==> src/rtl/uart_istek_hakemi.sv <==
// Two-port round-robin arbiter in front of the UART request/response port.
// One transaction outstanding at a time; a local ACK is issued on UART timeout.

`ifndef ADRES_BIT
`define ADRES_BIT 32
`endif
`ifndef VERI_BIT
`define VERI_BIT 32
`endif
`ifndef TL_A_BITS
`define TL_A_BITS 16
`endif
`ifndef TL_D_BITS
`define TL_D_BITS 8
`endif
`ifndef TL_D_OP_MSB
`define TL_D_OP_MSB 2
`endif
`ifndef TL_D_OP_LSB
`define TL_D_OP_LSB 0
`endif
`ifndef TL_OP_ACK
`define TL_OP_ACK 3'd1
`endif

module uart_istek_hakemi #(
  parameter int ZAMAN_ASIMI = 1024,
  parameter int SAYAC_BIT   = 11
) (
  input  logic                  clk_i,
  input  logic                  rst_i,
  input  logic [`ADRES_BIT-1:0] m0_adres_i,
  input  logic [`VERI_BIT-1:0]  m0_veri_i,
  input  logic [`TL_A_BITS-1:0] m0_tilefields_i,
  input  logic                  m0_gecerli_i,
  output logic                  m0_hazir_o,
  output logic [`VERI_BIT-1:0]  m0_veri_o,
  output logic [`TL_D_BITS-1:0] m0_tilefields_o,
  output logic                  m0_gecerli_o,
  input  logic                  m0_hazir_i,
  input  logic [`ADRES_BIT-1:0] m1_adres_i,
  input  logic [`VERI_BIT-1:0]  m1_veri_i,
  input  logic [`TL_A_BITS-1:0] m1_tilefields_i,
  input  logic                  m1_gecerli_i,
  output logic                  m1_hazir_o,
  output logic [`VERI_BIT-1:0]  m1_veri_o,
  output logic [`TL_D_BITS-1:0] m1_tilefields_o,
  output logic                  m1_gecerli_o,
  input  logic                  m1_hazir_i,
  output logic [`ADRES_BIT-1:0] cek_adres_o,
  output logic [`VERI_BIT-1:0]  cek_veri_o,
  output logic [`TL_A_BITS-1:0] cek_tilefields_o,
  output logic                  cek_gecerli_o,
  input  logic                  cek_hazir_i,
  input  logic [`VERI_BIT-1:0]  uart_veri_i,
  input  logic [`TL_D_BITS-1:0] uart_tilefields_i,
  input  logic                  uart_gecerli_i,
  output logic                  uart_hazir_o,
  output logic                  zaman_asimi_o
);

  typedef enum logic [1:0] {BOSTA, ISTEK, YANIT_BEKLE, YEREL_YANIT} durum_t;

  durum_t                durum_q, durum_d;
  logic                  oncelik_q, oncelik_d;
  logic                  sahip_q, sahip_d;
  logic [SAYAC_BIT-1:0]  sayac_q, sayac_d;
  logic [`ADRES_BIT-1:0] adres_q, adres_d;
  logic [`VERI_BIT-1:0]  veri_q, veri_d;
  logic [`TL_A_BITS-1:0] tl_q, tl_d;

  logic                  kazanan;
  logic                  sahip_hazir;
  logic                  yanit_gecerli;
  logic [`VERI_BIT-1:0]  yanit_veri;
  logic [`TL_D_BITS-1:0] yanit_tl;

  always_ff @(posedge clk_i or posedge rst_i) begin
    if (rst_i) begin
      durum_q   <= BOSTA;
      oncelik_q <= 1'b0;
      sahip_q   <= 1'b0;
      sayac_q   <= '0;
      adres_q   <= '0;
      veri_q    <= '0;
      tl_q      <= '0;
    end else begin
      durum_q   <= durum_d;
      oncelik_q <= oncelik_d;
      sahip_q   <= sahip_d;
      sayac_q   <= sayac_d;
      adres_q   <= adres_d;
      veri_q    <= veri_d;
      tl_q      <= tl_d;
    end
  end

  // Grant logic is gated by reset so outputs take their idle values immediately.
  always_comb begin
    durum_d       = durum_q;
    oncelik_d     = oncelik_q;
    sahip_d       = sahip_q;
    sayac_d       = sayac_q;
    adres_d       = adres_q;
    veri_d        = veri_q;
    tl_d          = tl_q;
    m0_hazir_o    = 1'b0;
    m1_hazir_o    = 1'b0;
    uart_hazir_o  = 1'b1;
    zaman_asimi_o = 1'b0;
    yanit_gecerli = 1'b0;
    yanit_veri    = '0;
    yanit_tl      = '0;
    kazanan       = (m0_gecerli_i && m1_gecerli_i) ? oncelik_q : m1_gecerli_i;
    sahip_hazir   = sahip_q ? m1_hazir_i : m0_hazir_i;
    if (!rst_i) begin
      case (durum_q)
        BOSTA: begin
          if (m0_gecerli_i || m1_gecerli_i) begin
            m0_hazir_o = ~kazanan;
            m1_hazir_o = kazanan;
            sahip_d    = kazanan;
            oncelik_d  = ~oncelik_q;
            adres_d    = kazanan ? m1_adres_i      : m0_adres_i;
            veri_d     = kazanan ? m1_veri_i       : m0_veri_i;
            tl_d       = kazanan ? m1_tilefields_i : m0_tilefields_i;
            durum_d    = ISTEK;
          end
        end
        ISTEK: begin
          if (cek_hazir_i) begin
            sayac_d = '0;
            durum_d = YANIT_BEKLE;
          end
        end
        YANIT_BEKLE: begin
          uart_hazir_o  = sahip_hazir;
          yanit_gecerli = uart_gecerli_i;
          yanit_veri    = uart_veri_i;
          yanit_tl      = uart_tilefields_i;
          // A completion in the last counted cycle wins over the timeout.
          if (uart_gecerli_i && sahip_hazir) begin
            durum_d = BOSTA;
          end else if (sayac_q == SAYAC_BIT'(ZAMAN_ASIMI - 1)) begin
            zaman_asimi_o = 1'b1;
            durum_d       = YEREL_YANIT;
          end else begin
            sayac_d = sayac_q + 1'b1;
          end
        end
        YEREL_YANIT: begin
          yanit_gecerli = 1'b1;
          yanit_tl[`TL_D_OP_MSB:`TL_D_OP_LSB] = `TL_OP_ACK;
          if (sahip_hazir) begin
            durum_d = BOSTA;
          end
        end
        default: durum_d = BOSTA;
      endcase
    end
  end

  assign cek_gecerli_o    = (durum_q == ISTEK);
  assign cek_adres_o      = adres_q;
  assign cek_veri_o       = veri_q;
  assign cek_tilefields_o = tl_q;

  assign m0_gecerli_o    = yanit_gecerli & ~sahip_q;
  assign m1_gecerli_o    = yanit_gecerli & sahip_q;
  assign m0_veri_o       = sahip_q ? '0 : yanit_veri;
  assign m1_veri_o       = sahip_q ? yanit_veri : '0;
  assign m0_tilefields_o = sahip_q ? '0 : yanit_tl;
  assign m1_tilefields_o = sahip_q ? yanit_tl : '0;

endmodule

==> config.mk <==
export PLATFORM = sky130hd
export DESIGN_NAME = uart_istek_hakemi
export DESIGN_NICKNAME = d
export VERILOG_FILES = /design/src/rtl/uart_istek_hakemi.sv
export SDC_FILE = /design/constraint.sdc
export NUM_CORES = 1
export LEC_CHECK = 0
export ABC_AREA = 0
export BUFFER_PORTS_ARGS = -buffer_cell sky130_fd_sc_hd__buf_4
export CAP_MARGIN = 0
export CORE_AREA = 2 2 145 147
export DETAILED_ROUTE_END_ITERATION = 10
export DIE_AREA = 0 0 147 149
export GPL_TIMING_DRIVEN = 1
export PLACE_DENSITY = 0.56
export SLEW_MARGIN = 30
export SYNTH_ARGS = -nofsm -noshare
export SYNTH_HDL_FRONTEND = slang
export SYNTH_SLANG_ARGS = --single-unit
==> constraint.sdc <==
create_clock -name clk_i -period 7.6 [get_ports clk_i]
set_clock_uncertainty 0.15 [all_clocks]
set_input_delay 0.38 -clock clk_i [delete_from_list [all_inputs] [get_ports clk_i]]
set_output_delay 0.38 -clock clk_i [all_outputs]
set_load 0.05 [all_outputs]
Yosys cells after proc, flatten, opt, wreduce, memory -nomap -nowiden:

Index checks and enable logic that the tools add are counted.

* register bits: 95
* output and inout port bits: 167
* input bits: 208

* muxes and demuxes: 38
* reduce and logical (&&, ||, !) cells: 8
* eq/ne operators: 10
* add/subtract/negate cells: 1
* bitwise gates (word level): 6

Operators with widths (number)
* 32-bit 2-to-1 mux: 6
* 11-bit 2-to-1 mux: 3
* 8-bit 2-to-1 mux: 3
* 11-bit one-hot mux with 2 select lines: 1
* 16-bit 2-to-1 mux: 1
* 1-bit 2-to-1 mux: 15
* 11-bit by 1-bit adder with 11-bit output (second input constant): 1
* 11-bit by 10-bit equality test with 1-bit output (second input constant): 1
* 2-bit 2-to-1 mux: 5
* 5-bit AND reduction: 2
* 2-bit inequality test (second input constant): 4
* 2-bit one-hot mux with 4 select lines: 1
* 3-bit one-hot mux with 2 select lines: 1
* 5-bit 2-to-1 mux: 1
* 2-bit equality test (second input constant): 2
* 1-bit inverter: 4
* 3-bit inequality test (second input constant): 1
* 3-bit AND reduction: 1
* 1-bit bitwise AND: 2
* 2-bit by 1-bit equality test with 1-bit output (second input constant): 1
* 1-bit logical AND: 2
* 2-bit logical NOT: 1
* 2-bit by 1-bit inequality test with 1-bit output (second input constant): 1
* 1-bit one-hot mux with 2 select lines: 1
* 2 further kinds: 2

Longest topological paths before layout:

Gate-level depths: netlist (run 1).

* word-level depth: 6
* gate-level depth with buffers: 7
* depth with buffers taken out: 6

Worst setup path after synthesis (run 1):

OpenSTA, ideal clock, no wires.

* path kind: input to output
* start point: input rst_i
* end point: output m1_gecerli_o
* arrival: 3.349 ns
* required time: 7.070 ns
* buffers on the path: 0
* slack: 3.721 ns
* cell stages on the path: 3
* path through: inv_1 -> nand2_1 -> nor2_1

* cells in the longest elaborated chain, start to end: 2

RTL lines
* from (decl): line 31 `input logic rst_i,`
* 1-bit 2-to-1 mux: line 116 `if (!rst_i) begin`
* 1-bit bitwise AND: line 169 `assign m1_gecerli_o = yanit_gecerli & sahip_q;`
* to (decl): line 48 `output logic m1_gecerli_o,`

No other way between the ends.

Worst setup path after layout (run 1):

Ends and elaborated chain as after synthesis.

==> impl.org, run 1 <==
** Status
- The run finished with clean final reports.

** Power
- Peak supply drop :: 238 uV
- Pleak :: 4.67 nW
- In this run the power spent charging and discharging nets is 1.72 mW.
- Clk network pwr share :: 15.5%
- For this design the ratio of total power to cell area is 390 mW/mm2.
- Of the total power, combinational logic draws 59.2%.
- Proportion of power drawn by flip-flops and latches :: 25.3%
- Cell internal power was estimated by the tool at 1.66 mW.
- Power after layout :: 3.38 mW
- Of the total power, the share spent switching nets is 50.8%.

** Timing
- Worst hold-check slack :: 177 ps
- After layout, the worst path uses 42.5% of the clock period.
- In the final timing run, aggregate negative setup slack is 0 ps.
- Count of final max-slew check failures :: 0
- Fin crit period :: 3230 ps
- Setup violation total in the final timing report :: 0
- For this run, the top clock speed supported by timing is 0.309 GHz.
- At the pin with the least slew margin, the transition time is 964 ps.
- The worst pin sits at a relative slew slack of 35.7%.
- Setup repair after global routing left no endpoint under its margin.
- The total count of hold-check failures in the final report is 0.

** Setup path
- Buffers plus inverters on the worst setup path :: 5
- STA puts the critical path data required time at 7070 ps.
- STA classifies the critical path startpoint as an input pin.
- The cell that appears most often on the critical path is sky130_fd_sc_hd__buf_4.
- For flop-to-flop paths, the worst setup slack is 4740 ps.
- Among all stages on the critical path, the largest delay is contributed by sky130_fd_sc_hd__buf_4.
- The critical path goes through dlygate4sd3_1, buf_4, inv_4, buf_4, nand2_1, nor2_1, buf_4.
- STA classifies the critical path endpoint as an output port.
- Data on the critical path arrives at its endpoint at 2700 ps.
- Stage delay of the slowest cell on the critical path :: 650 ps
- The critical path in this run is classified as input pin to output port.
- Worst-path maximum fanout :: 53
- Delay-heaviest family, CP :: buffers and inverters

** Route
- First-pass DRT Iterations :: 5
- Dividing the detail-routed via count by the number of cells gives 4.57.
- Detail-routed net length per standard cell :: 15.5 um
- The routed layout has 5,442 vias.
- Routed Antenna Nets :: 0
- The detailed router finished its first iteration with 183 violations.
- In the routed design, unresolved DRC markers number 0.
- For this block, the routed nets add up to 18.4 mm of wire.

** Global routing
- Number of global-route vias before repair :: 5,211
- The number of antenna violations at the first check in global routing was 1.
- Largest net degree at the start of global routing :: 106
- For this run the aggregate overflow at the end of global routing stands at 0.
- In the global route stage, overall resource usage came out at 16.3%.
- The first global-routing pass estimated 27.9 mm of wire.

** Clocking
- Clock tree from TritonCTS :: built
- The root buffer cell chosen for the clock tree is sky130_fd_sc_hd__clkbuf_16.
- CTS saw 95 sinks.
- Clock latency of the later-clocked register in the worst-skew pair :: 340 ps
- Once the clock tree was built, the setup fixing pass inserted 0 buffers.
- Post-CTS clock slew at the launch and capture registers of the worst setup and hold paths :: 70 ps
- The H-tree generated during clock tree synthesis spans 3 levels.
- No sink is reached through more buffers than the 2 on the longest clock path.
- Clock buffer count from CTS :: 9

** Synth
- Synthesis inferred 95 register bits.
- The most used flip-flop cell after synthesis is sky130_fd_sc_hd__dfrtp_1.
- Counting flops with a built-in enable in the synthesized netlist gives 0.
- Mapped Cells :: 563
- Post-synthesis cell area :: 0.00526 mm2
- Portion of the post-synthesis area used by sequential elements :: 45.2%
- For this run, asynchronously set or reset flops after synthesis account for 100%.
- The synthesized netlist contains 47 unique library cells.
- Mean instance size in the synthesized netlist :: 9.34 um2
- Synthesis produced a netlist with a net count of 776.
- The Yosys step of the flow raised 0 warnings.

** Placement
- The number of placed instances, taps included, is 1,174.
- After legalization and detailed placement, the total HPWL measured 14.5 mm.
- PortBufs :: 374
- The congestion estimate from routability-driven global placement came to 0.747.

** Die
- The die is 149 um tall.
- Placement row count :: 53
- Die outline area :: 0.0219 mm2
- Width of the die :: 147 um
- Pin placement for this block handled 375 I/O pins.
- The floorplan step defined a core boundary enclosing 0.0206 mm2.
- For this configuration, the core starts out at a cell density of 25.6%.

** Layout
- Number of nets in the final layout :: 1,124
- Leaving out filler cells and counting taps, the final layout contains 1,191.
- Final core occ :: 42.2%
- The area growth from synthesis to layout is 64.9%.
- Fraction of final layout cells sized beyond drive strength 1 :: 44.8%

** Job
- Reported max-cap violation count :: 0

** Worst hold path
- The path class of the tightest hold or removal check is input pin to flip-flop.
## sequential cells by signal, indices dropped and copies added (netlist names)
| signal | cells |
|---|---|
| sayac_q | 11 |
| sahip_q | 1 |
| cek_veri_o | 32 |
| oncelik_q | 1 |
| cek_tilefields_o | 16 |
| cek_adres_o | 32 |
| durum_q | 2 |
## cells by family (layout without fill, tap and decap cells)
family / after synthesis / after routing / synth area share, %
simple gates: 212 / 212 / 20.6
buf+inv: 58 / 410 / 4.69
other cells: 0 / 1 / 0
flops: 95 / 95 / 45.2
xor+xnor: 1 / 1 / 0.167
fa+ha+maj: 5 / 5 / 1.19
compound gates: 109 / 109 / 12.1
mux: 83 / 83 / 16.1
## worst min-delay path: stages
cell,delay (ps)
sky130_fd_sc_hd__buf_4,80
sky130_fd_sc_hd__mux2i_1,50
sky130_fd_sc_hd__a21oi_1,130
## worst paths after layout
kind / startpoint / endpoint / cells past startpoint
min in group asynchronous: rst_i / sayac_q[7]$_DFFE_PP0P_ / 3
hold / removal: m1_veri_i[4] / cek_veri_o[4]$_DFFE_PP0P_ / 3
max in group asynchronous: rst_i / cek_veri_o[12]$_DFFE_PP0P_ / 4
hold reg to reg: sayac_q[10]$_DFFE_PP0P_ / sayac_q[10]$_DFFE_PP0P_ / 1
setup reg to reg: durum_q[0]$_DFFE_PP0P_ / sayac_q[5]$_DFFE_PP0P_ / 6
setup / recovery: rst_i / m1_gecerli_o / 7
## Yosys cell counts (2+ instances only)
cell | instances | area [um2]
sky130_fd_sc_hd__o21ai_1 | 2 | 10.0
sky130_fd_sc_hd__a21oi_1 | 84 | 420
sky130_fd_sc_hd__ha_1 | 5 | 62.6
sky130_fd_sc_hd__and3_2 | 2 | 15.0
sky130_fd_sc_hd__nor2_1 | 89 | 334
sky130_fd_sc_hd__clkbuf_1 | 26 | 97.6
sky130_fd_sc_hd__and3_1 | 78 | 488
sky130_fd_sc_hd__or4_1 | 5 | 37.5
sky130_fd_sc_hd__a21oi_2 | 2 | 17.5
sky130_fd_sc_hd__dfrtp_1 | 95 | 2380
sky130_fd_sc_hd__o22ai_1 | 2 | 12.5
sky130_fd_sc_hd__nand2b_1 | 3 | 18.8
sky130_fd_sc_hd__inv_1 | 13 | 48.8
sky130_fd_sc_hd__nand2_1 | 10 | 37.5
sky130_fd_sc_hd__mux2i_1 | 81 | 811
sky130_fd_sc_hd__o211ai_1 | 5 | 37.5
sky130_fd_sc_hd__and4_1 | 2 | 17.5
sky130_fd_sc_hd__nor3_1 | 4 | 20.0
sky130_fd_sc_hd__nand3_1 | 11 | 55.1
sky130_fd_sc_hd__buf_2 | 17 | 85.1
## area by class of cell
type                            instances  area, um2
Tap cell                              275        344
Clock inverter                          6        115
Inverter                               13       51.3
Antenna cell                            1       2.50
Sequential cell                        95       2380
Fill cell                            2156      11900
Timing Repair Buffer                  382       2890
Clock buffer                            9        225
Multi-Input combinational cell        410       2660
## placed cells by master (no fill, tap or decap), types with 2 or more instances in the layout
cell,instances
sky130_fd_sc_hd__nor3_1,4
sky130_fd_sc_hd__or4_1,5
sky130_fd_sc_hd__a21oi_1,84
sky130_fd_sc_hd__a21oi_2,2
sky130_fd_sc_hd__and3_1,78
sky130_fd_sc_hd__nand2b_1,3
sky130_fd_sc_hd__nand3_1,11
sky130_fd_sc_hd__mux2i_1,81
sky130_fd_sc_hd__clkbuf_16,9
sky130_fd_sc_hd__ha_1,5
sky130_fd_sc_hd__dfrtp_1,95
sky130_fd_sc_hd__buf_4,379
sky130_fd_sc_hd__o22ai_1,2
sky130_fd_sc_hd__and3_2,2
sky130_fd_sc_hd__bufinv_16,3
sky130_fd_sc_hd__inv_1,12
sky130_fd_sc_hd__nor2_1,88
sky130_fd_sc_hd__o211ai_1,5
sky130_fd_sc_hd__nand2_1,10
sky130_fd_sc_hd__inv_6,2
sky130_fd_sc_hd__and4_1,2
## per-layer routing
metal	track usage (%)	vias to the layer above	share of wire [%]
met5	0	-	0
met1	17.6	2475	37
met3	5.02	25	9.0
met4	7.07	0	2.8
li1	-	2691	-
met2	29.5	251	51
## timing repair
| action | in CTS | in global routing |
|---|---|---|
| endpoints found under the hold margin | 8 | 0 |
| hold buffers | 1 | 0 |
| gates resized for setup | 0 | 0 |
## per-stage QoR
stage / worst slack (ps) / area [um2]
2_1_floorplan: 3720 / 5260
3_3_place_gp: 4300 / 8290
3_5_place_dp: 4600 / 8320
4_1_cts: 4140 / 8670
5_1_grt: 4060 / 8670
6_report: 4370 / 8670
## power by group through the flow
stage,combinational (mW),clock [mW],sequential [mW]
floorplan,0.647,0,1.58
finish,2.00,0.524,0.855
CTS,2.02,0.541,0.858
detailed placement,2.03,0,0.859
global placement,2.01,0,0.855
global route,2.12,0.563,0.888
(Power assumes the default switching activity.)
==> run 2, diff against run 1 <==
==> constraint.sdc (replaced) <==
create_clock -name clk_i -period 3.3 [get_ports clk_i]
set_clock_uncertainty 0.15 [all_clocks]
set_input_delay 0.165 -clock clk_i [delete_from_list [all_inputs] [get_ports clk_i]]
set_output_delay 0.165 -clock clk_i [all_outputs]
set_load 0.05 [all_outputs]
==> impl.org, run 2 (synthesized netlist as in run 1, its figures left out) <==
** Status
- Status :: complete, no violations (unchanged)

** Power
- The final total power came to 8.00 mW (was 3.38 mW).
- P per Cell Area :: 787 mW/mm2 (was 390 mW/mm2)
- Peak supply drop :: 544 uV (was 238 uV)
- Pleak :: 5.29 nW (was 4.67 nW)

** Die
- Placement row count :: 53 (unchanged)
- The die width is 147 um (unchanged).
- The starting density of the core came to 25.6% (unchanged).
- Die outline area :: 0.0219 mm2 (unchanged)
- Core Footprint :: 0.0206 mm2 (unchanged)
- Vertical die dimension :: 149 um (unchanged)
- Top-level port count :: 375 (unchanged)

** Clocking
- Number of gates resized after CTS :: 0 (unchanged)
- The number of H-tree levels is 3 (unchanged).
- Clk sink count :: 95 (unchanged)
- Post-CTS clock slew at the launch and capture registers of the worst setup and hold paths :: 80 ps (was 70 ps)
- The insertion delay of the later-clocked pin in the worst-skew pair came to 350 ps (was 340 ps).
- Number of buffers between clock root and the deepest sink :: 2 (unchanged)
- The cell at the root of the clock tree is sky130_fd_sc_hd__clkbuf_16 (unchanged).
- Clock tree from TritonCTS :: built (unchanged)
- The number of buffers inserted during clock tree synthesis came to 9 (unchanged).

** Global routing
- Number of global-route vias before repair :: 6,074 (was 5,211)
- The pin count of the biggest net entering global routing came to 146 (was 106).
- Number of antenna violations at the first check in global routing :: 1 (unchanged)
- All-layer global routing usage :: 17.9% (was 16.3%)
- The global-route wire length before repair was 31.1 mm (was 27.9 mm).
- Overall overflow remaining after global route :: 0 (unchanged)

** Setup path
- Slowest cell on crit path :: sky130_fd_sc_hd__buf_4 (unchanged)
- Stage delay of the slowest cell on the critical path :: 480 ps (was 650 ps)
- The cell family contributing the most delay on the critical path is buffers and inverters (unchanged).
- The class of the most critical setup path is flip-flop to output port (was input pin to output port).
- The highest fanout seen on the critical path is 81 (was 53).
- The arrival time of data at the critical path endpoint came to 2520 ps (was 2700 ps).
- List of cells traversed by the critical path :: inv_1, ha_1, nor2b_4, buf_4, and3_2, buf_4 (was dlygate4sd3_1, buf_4, inv_4, buf_4, nand2_1, nor2_1, buf_4)
- Crit. End Element :: output port (unchanged)
- The startpoint kind of the worst setup timing path is a flip-flop (was input pin).
- Req. time, crit path :: 2980 ps (was 7070 ps)
- Buffers plus inverters on the worst setup path :: 3 (was 5)
- The critical path's most frequent cell is sky130_fd_sc_hd__buf_4 (unchanged).

** Timing
- Worst hold-check slack :: 1.51 ps (was 177 ps)
- Max Clk Rate :: 0.353 GHz
- The count of pins over their slew limit came to 0 (unchanged).
- Setup violation total in the final timing report :: 0 (unchanged)
- Hold Violations, Final :: 0 (unchanged)
- RSZ-0062 raised after global routing: no (unchanged).
- Worst max-slew margin expressed relative to the limit :: 42.0% (was 35.7%)
- Fin crit period :: 2830 ps
- Fin Setup TNS :: 0 ps (unchanged)
- The final critical path takes up 85.8% of the cycle.
- The worst-margin pin slew came to 869 ps (was 964 ps).

** Layout
- The fraction of final layout cells sized beyond drive strength 1 is 38.8% (was 44.8%).
- Commonest non-fill, non-tap cells in the layout :: sky130_fd_sc_hd__buf_4 (380), sky130_fd_sc_hd__dlygate4sd3_1 (148), sky130_fd_sc_hd__dfrtp_1 (95) (was sky130_fd_sc_hd__buf_4 (379), sky130_fd_sc_hd__dfrtp_1 (95), sky130_fd_sc_hd__nor2_1 (88))
- Non-filler instance count after layout :: 1,342 (was 1,191)
- The layout filler cell count was 1,952 (was 2,156).
- Most common cell after layout, fill and taps aside :: sky130_fd_sc_hd__buf_4 (unchanged)
- The total number of nets in the final design came to 1,273 (was 1,124).
- Area Growth Syn to Fin :: 93.2% (was 64.9%)
- Post-Layout Inst Area :: 0.0102 mm2 (was 0.00867 mm2)

** Route
- Post-route DRC violation count :: 0 (unchanged)
- The via-per-instance ratio came to 4.52 (was 4.57).
- The total wire length after detailed routing came to 20.6 mm (was 18.4 mm).
- The number of search-and-repair iterations in the first detailed-routing pass was 4 (was 5).
- The iteration-0 DRC count of the detailed router is 205 (was 183).
- Routed Antenna Nets :: 0 (unchanged)
- Via count of the routed design :: 6,065 (was 5,442)
- The routed wire length per instance was 15.3 um (was 15.5 um).

** Placement
- PortBufs :: 374 (unchanged)
- Weighted congestion reported at the end of routability-driven placement :: 0.796 (was 0.747)
- The cell area reported after detailed placement was 0.00835 mm2 (was 0.00832 mm2).
- HPWL reported at the end of detailed placement :: 14.5 mm (about the same)
- Number of instances in the placed design :: 1,176 (was 1,174)

** Worst hold path
- Hold crit path type :: input pin to flip-flop (unchanged)

** Job
- Reported max-cap violation count :: 0 (unchanged)
==> run 2: changes by cell type in the layout (fill, tap and decap cells not counted), sizes merged <==
cell	before	now
clkbuf	9	10
bufinv	3	1
diode	1	2
dlygate4sd3	1	148
clkinv	0	2
buf	381	383
==> run 2: final timing paths <==
check | cells after the start | to | startpoint | slack [ps]
max in group asynchronous | 4 | cek_veri_o[18]$_DFFE_PP0P_ | rst_i | 1880
hold reg to reg | 1 | oncelik_q$_DFFE_PP0P_ | oncelik_q$_DFFE_PP0P_ | 380
min in group asynchronous | 3 | cek_adres_o[29]$_DFFE_PP0P_ | rst_i | 200
setup reg to reg | 7 | sayac_q[9]$_DFFE_PP0P_ | durum_q[0]$_DFFE_PP0P_ | 770
setup / recovery | 6 | m1_veri_o[31] | durum_q[0]$_DFFE_PP0P_ | 470
hold / removal | 3 | cek_tilefields_o[4]$_DFFE_PP0P_ | m0_tilefields_i[4] | 2
==> run 2: worst min-delay path: stages <==
cell and delay [ps]:
sky130_fd_sc_hd__buf_4 80, sky130_fd_sc_hd__mux2i_1 60, sky130_fd_sc_hd__a21oi_1 140
==> run 2: what timing repair did <==
action,CTS,global route
endpoints found under the hold margin,81,0
buffers inserted,0,0
hold buffers,148,0
==> run 2: power by group <==
part           internal [mW]  leakage (nW)  switching (mW)
clock                  0.630         0.160           0.498
sequential              1.68          1.08           0.311
combinational           1.63          4.05            3.25
==> run 2: stage by stage <==
stage / setup slack, ps / utilization [%]
final: 469 / 49.4
after global routing: 245 / 49.4
after CTS: 468 / 49.4
after detailed placement: 826 / 40.6
after global placement: 862 / 40.6
after floorplan: 726 / -
==> run 2: final cells by class <==
type / count / area [um2] / share of cell area [%]
Inverter: 13 / 52.6 / 0.517
Timing Repair Buffer: 531 / 4390 / 43.2
Sequential cell: 95 / 2380 / 23.4
Clock inverter: 6 / 86.3 / 0.850
Antenna cell: 2 / 5.00 / 0.0493
Tap cell: 275 / 344 / 3.39
Multi-Input combinational cell: 410 / 2660 / 26.2
Clock buffer: 10 / 239 / 2.35
==> run 2: routing by layer <==
metal  vias to the layer above  track usage, %  wire [um]
met2                       259            33.9      10800
met1                      2789            19.2       7780
li1                       2994               -          -
met5                         -               0          0
met3                        23            4.98       1580
met4                         0            5.77        376
